===== src/rtl/imm_ext_pkg.sv =====
// Shared definitions for the immediate extend unit: mode encodings and default widths.
// Optional overflow flag is controlled by IMMX_OVF_EN in the core and top files.
package imm_ext_pkg;

    localparam int IMM_W_DEFAULT = 17;
    localparam int WORD_W        = 32;

    typedef enum logic [1:0] {
        MODE_SEXT     = 2'd0,
        MODE_ZEXT     = 2'd1,
        MODE_SEXT_SHL = 2'd2,
        MODE_UPPER    = 2'd3
    } imm_mode_e;

endpackage


===== src/rtl/imm_extend_unit_core.sv =====
// Pure combinational extend/shift function for the immediate extend unit.
// With IMMX_OVF_EN defined, also flags mode-2 results whose signed offset is unrepresentable.
module imm_ext_core
    import imm_ext_pkg::*;
#(
    parameter int IN_W     = IMM_W_DEFAULT,
    parameter int OUT_W    = WORD_W,
    parameter int BR_SHIFT = 2
) (
    input  logic [IN_W-1:0]  imm,
    input  logic [1:0]       mode,
    output logic [OUT_W-1:0] data
`ifdef IMMX_OVF_EN
    ,
    output logic             ovf
`endif
);

    imm_mode_e        mode_e;
    logic [OUT_W-1:0] sext;
    logic [OUT_W-1:0] zext;
    logic [OUT_W-1:0] upper;
    logic [OUT_W-1:0] shl;

    assign mode_e = imm_mode_e'(mode);

    // Equal widths must not produce zero-width replications, so that case is split out.
    generate
        if (IN_W == OUT_W) begin : g_full
            assign sext  = imm;
            assign zext  = imm;
            assign upper = imm;
        end else begin : g_ext
            logic s;
            assign s     = imm[IN_W-1];
            assign sext  = {{(OUT_W-IN_W){s}}, imm};
            assign zext  = {{(OUT_W-IN_W){1'b0}}, imm};
            assign upper = {imm, {(OUT_W-IN_W){1'b0}}};
        end
    endgenerate

    assign shl = sext << BR_SHIFT;

    always_comb begin
        data = '0;
        unique case (mode_e)
            MODE_SEXT:     data = sext;
            MODE_ZEXT:     data = zext;
            MODE_SEXT_SHL: data = shl;
            MODE_UPPER:    data = upper;
            default:       data = '0;
        endcase
    end

`ifdef IMMX_OVF_EN
    // Bits shifted out plus the new MSB must all match the original sign bit.
    localparam int               HI_POS  = OUT_W - 1 - BR_SHIFT;
    localparam logic [OUT_W-1:0] HI_ONES = {OUT_W{1'b1}} >> HI_POS;

    logic [OUT_W-1:0] hi_bits;
    logic [OUT_W-1:0] hi_want;

    assign hi_bits = sext >> HI_POS;
    assign hi_want = sext[OUT_W-1] ? HI_ONES : '0;
    assign ovf     = (mode_e == MODE_SEXT_SHL) && (hi_bits != hi_want);
`endif

endmodule


===== src/rtl/imm_extend_unit.sv =====
// Immediate extend unit: combinational extender feeding a DEPTH-entry valid/ready FIFO.
// Define IMMX_OVF_EN to add the per-entry branch-offset overflow flag and out_ovf port.
module imm_extend_unit
    import imm_ext_pkg::*;
#(
    parameter int IN_W     = IMM_W_DEFAULT,
    parameter int OUT_W    = WORD_W,
    parameter int BR_SHIFT = 2,
    parameter int DEPTH    = 2,
    parameter int TAG_W    = 5
) (
    input  logic             clk,
    input  logic             rst,
    input  logic             in_valid,
    output logic             in_ready,
    input  logic [IN_W-1:0]  in_imm,
    input  logic [1:0]       in_mode,
    input  logic [TAG_W-1:0] in_tag,
    output logic             out_valid,
    input  logic             out_ready,
    output logic [OUT_W-1:0] out_data,
    output logic [TAG_W-1:0] out_tag
`ifdef IMMX_OVF_EN
    ,
    output logic             out_ovf
`endif
);

    localparam int PW = $clog2(DEPTH);
    localparam int CW = PW + 1;

    logic [OUT_W-1:0] mem_data [DEPTH];
    logic [TAG_W-1:0] mem_tag  [DEPTH];
`ifdef IMMX_OVF_EN
    logic             mem_ovf  [DEPTH];
    logic             ext_ovf;
`endif

    logic [PW-1:0]    wr_ptr;
    logic [PW-1:0]    rd_ptr;
    logic [CW-1:0]    count;
    logic             push;
    logic             pop;
    logic [OUT_W-1:0] ext_data;

    imm_ext_core #(
        .IN_W     (IN_W),
        .OUT_W    (OUT_W),
        .BR_SHIFT (BR_SHIFT)
    ) u_core (
        .imm  (in_imm),
        .mode (in_mode),
        .data (ext_data)
`ifdef IMMX_OVF_EN
        ,
        .ovf  (ext_ovf)
`endif
    );

    assign out_valid = (count != '0);
    // A pop in the same cycle frees a slot, allowing full-rate streaming when full.
    assign in_ready  = (count < CW'(DEPTH)) || (out_valid && out_ready);
    assign push      = in_valid && in_ready;
    assign pop       = out_valid && out_ready;

    assign out_data  = mem_data[rd_ptr];
    assign out_tag   = mem_tag[rd_ptr];
`ifdef IMMX_OVF_EN
    assign out_ovf   = mem_ovf[rd_ptr];
`endif

    always_ff @(posedge clk or negedge rst) begin
        if (!rst) begin
            wr_ptr <= '0;
            rd_ptr <= '0;
            count  <= '0;
            for (int unsigned i = 0; i < DEPTH; i++) begin
                mem_data[PW'(i)] <= '0;
                mem_tag[PW'(i)]  <= '0;
`ifdef IMMX_OVF_EN
                mem_ovf[PW'(i)]  <= 1'b0;
`endif
            end
        end else begin
            if (push) begin
                mem_data[wr_ptr] <= ext_data;
                mem_tag[wr_ptr]  <= in_tag;
`ifdef IMMX_OVF_EN
                mem_ovf[wr_ptr]  <= ext_ovf;
`endif
                wr_ptr <= wr_ptr + 1'b1;
            end
            if (pop) begin
                rd_ptr <= rd_ptr + 1'b1;
            end
            unique case ({push, pop})
                2'b10:   count <= count + 1'b1;
                2'b01:   count <= count - 1'b1;
                default: count <= count;
            endcase
        end
    end

endmodule


===== config.mk =====
export PLATFORM = sky130hd
export DESIGN_NAME = imm_extend_unit
export DESIGN_NICKNAME = d
export VERILOG_FILES = /design/src/rtl/imm_ext_pkg.sv /design/src/rtl/imm_extend_unit_core.sv /design/src/rtl/imm_extend_unit.sv
export SDC_FILE = /design/constraint.sdc
export NUM_CORES = 1
export LEC_CHECK = 0
export BUFFER_PORTS_ARGS = -buffer_cell sky130_fd_sc_hd__buf_2
export CAP_MARGIN = 20
export CORE_AREA = 2 2 78 109
export DETAILED_ROUTE_END_ITERATION = 8
export DIE_AREA = 0 0 80 111
export HOLD_SLACK_MARGIN = 0.06
export PLACE_DENSITY = 0.73
export SETUP_SLACK_MARGIN = 0.1
export SYNTH_ARGS = -nofsm -noshare
export SYNTH_HDL_FRONTEND = slang
export SYNTH_SLANG_ARGS = --single-unit

===== constraint.sdc =====
create_clock -name clk -period 2.6 [get_ports clk]
set_clock_uncertainty 0.1 [all_clocks]
set_input_delay 0.13 -clock clk [delete_from_list [all_inputs] [get_ports clk]]
set_output_delay 0.13 -clock clk [all_outputs]
set_load 0.05 [all_outputs]

==> impl_metrics.tcl <==
set metrics [dict create \
    run_status "finished clean" \
    finish.utilization 0.587 \
    tightestPinTransition_ps 487 \
    vias_per_cell 5.40 \
    crit_path_max_incr_delay_ps 510 \
    cts_tree "done" \
    die_y_extent_um 111 \
    port_buffers 66 \
    min_period_over_period 0.702 \
    synthesis.yosys.warnings 0 \
    path_class "input port to flip-flop" \
    netlist_top_cells_area "dfrtp_1 51%, mux2_2 23%, mux2_4 11%" \
    antenna_cells 0 \
    grt_overflow_total 0 \
    hold_viol 0 \
    synth-async-reset-ratio 1.00 \
    postSynthAreaPerCell_um2 14.6 \
    synth-main-ff-cell "dfrtp_1" \
    drt_pre_antenna_iters 4 \
    die_width_um 80 \
    final_common_cell "mux2_2" \
    reg2reg_to "mem_data[21]" \
    min_delay_worst_endpoint "wr_ptr" \
    cts_root_buf "clkbuf_16" \
    cts_buffers 9 \
    synth_area_leader_cell "dfrtp_1" \
    core-area_mm2 0.00800 \
    detailroute.via_count 2403 \
    cp_data_arrival_time_ps 1950 \
    maximum_number_of_pins_on_one_net_before_global_route_repair 79 \
    grt_pass1_wl_um 12900 \
    min_delay_path_depth 3 \
    setup-violations-final 0 \
    number_of_primary_i_o_pins 67 \
    worst_hold_path_type "input port to flip-flop" \
    cts.htree.levels 3 \
    worstRegToRegCells 5 \
    worst_slew_margin_rel 0.675 \
    cp-start-kind "input port" \
    post_synth_instance_area_mm2 0.00385 \
    fp-row-count 39 \
    cts.clk_slew.worst_paths_ps 60 \
    setup_repair_after_global_routing_missed_its_margin "false" \
    final_net_count 367 \
    clock_sink_count 78 \
    synth_edf_count 0 \
    syn-num-nets 292 \
    first_global_vias 2530 \
    count_of_fill_cells_added_during_filler_insertion 669 \
    worstReg2RegStart "count[1]" \
    layout.cells.most_common_list "80 x mux2_2, 78 x dfrtp_1, 65 x buf_2" \
    endpoint_kind "flip-flop" \
    wire_per_inst_um 17.7 \
    multi_input_area_mm2 0.00178 \
    ant_nets 0 \
    synth.top_cell.area_share 0.507 \
    cells_traversed_along_the_worst_timing_path "dlygate4sd3_1, buf_2, and2b_2, inv_2, and3_2, buf_12, mux2_2" \
    track_usage 0.191 \
    ctsLongestPathBuffers 2 \
    fmax_ghz 0.548 \
    worstPathMaxFanout 37 \
    dieArea_mm2 0.00888 \
    layout_overhead_on_the_synthesized_area_pct 22.1 \
    start_util 0.481 \
    layout.area.seq_mm2 0.00195 \
    drc 0 \
    holdCritStartpoint "in_valid" \
    final_cells 445 \
    synth_seq_area_share 0.507 \
    report.final.slew_viol_count 0 \
    routed_wirelength_um 7870 \
    final_layout_size_suffix_gt1_frac 0.586 \
    initialDrtViolationCount 130 \
    finalSetupTns_ps 0 \
    worst_skew_pair.late_latency_ps 330 \
    maxCapViolCount 0 \
    placedCellCount 421 \
    ys_seq_elements 78 \
    detailed_placer_s_ending_hpwl_um 5190 \
    crit_slowest_cell "dlygate4sd3_1" \
    post_synth_inst_count 263 \
    fin_worst_hold_slack_ps 80.6 \
    gpl.final_weighted_congestion 0.759 \
    grt_antenna_before_repair 0 \
    critPathRequiredTime_ps 2720 \
    rrSetupSlack_ps 780 \
    period_minus_slack_ps 1830 \
    synth_cell_type_count 28 \
]
-- cells by family (layout without fill, tap and decap cells) --
family	Yosys count	in the layout	synth area share
muxes	115	115	0.362
DFF	78	78	0.507
AOI/OAI and AO/OA	31	31	0.0634
buffers and inverters	20	100	0.0319
and+or+nand+nor	13	13	0.0205
xor gates and xnor gates	5	5	0.0114
adders and majority gates	1	1	0.00325
-- through the flow --
step                setup WS [ps]  instance area, um^2
floorplan                     771                 3850
global placement              831                 4270
detailed placement            801                 4270
CTS                           761                 4670
global route                  704                 4700
finish                        774                 4700
-- what timing repair did --
action                                 CTS  global route
hold buffers                             7             0
gates resized for setup                  0             0
buffers inserted                         0             0
endpoints found under the hold margin   89             0
-- area by class of cell --
class,count,area share
clock buffer,13,0.0575
clock inverter,3,0.0138
inverter,4,0.00320
multi-input combinational,165,0.379
sequential,78,0.415
tap,102,0.0272
timing repair buffer,80,0.104
-- worst max-delay path, delay by kind of cell --
| family | cells | cell delay [ps] |
|---|---|---|
| buf+inv | 4 | 940 |
| simple gates | 2 | 450 |
| mux | 1 | 370 |
-- metal layers --
layer | track usage | wire length [um]
met5 | 0 | 0
met4 | 0.0588 | 111
met3 | 0.0570 | 385
met2 | 0.301 | 3890
met1 | 0.251 | 3480
-- registers in the layout, indices dropped and copies added, names as in the netlist --
signal,count
count,2
mem_data,64
mem_tag,10
rd_ptr,1
wr_ptr,1
-- worst max path at each step --
stage                         start            to  slack [ps]  depth (start not counted)
final                     out_ready  mem_data[21]         770                          7
after global routing       count[1]    mem_tag[9]         700                          4
after CTS                    rd_ptr  out_data[14]         760                          3
after detailed placement   count[1]  mem_data[21]         800                          5
after global placement     count[1]  mem_data[21]         830                          5
after floorplan            count[1]   mem_data[0]         770                          6
-- synth_stat cells, types with 2 or more instances --
cell      number
and2_1         2
buf_4          3
clkbuf_1       4
nor2b_1        4
mux2i_1        4
xor2_1         2
o21ai_0        2
o31ai_1        2
xnor2_1        3
mux2_2        80
mux2_4        28
buf_6          4
mux2_1         3
dfrtp_1       78
buf_2          5
inv_1          3
a21o_1        13
a22o_1        13
Power is not shown: default switching activity piles up to over one toggle a cycle in this logic, so the estimate is an artifact.
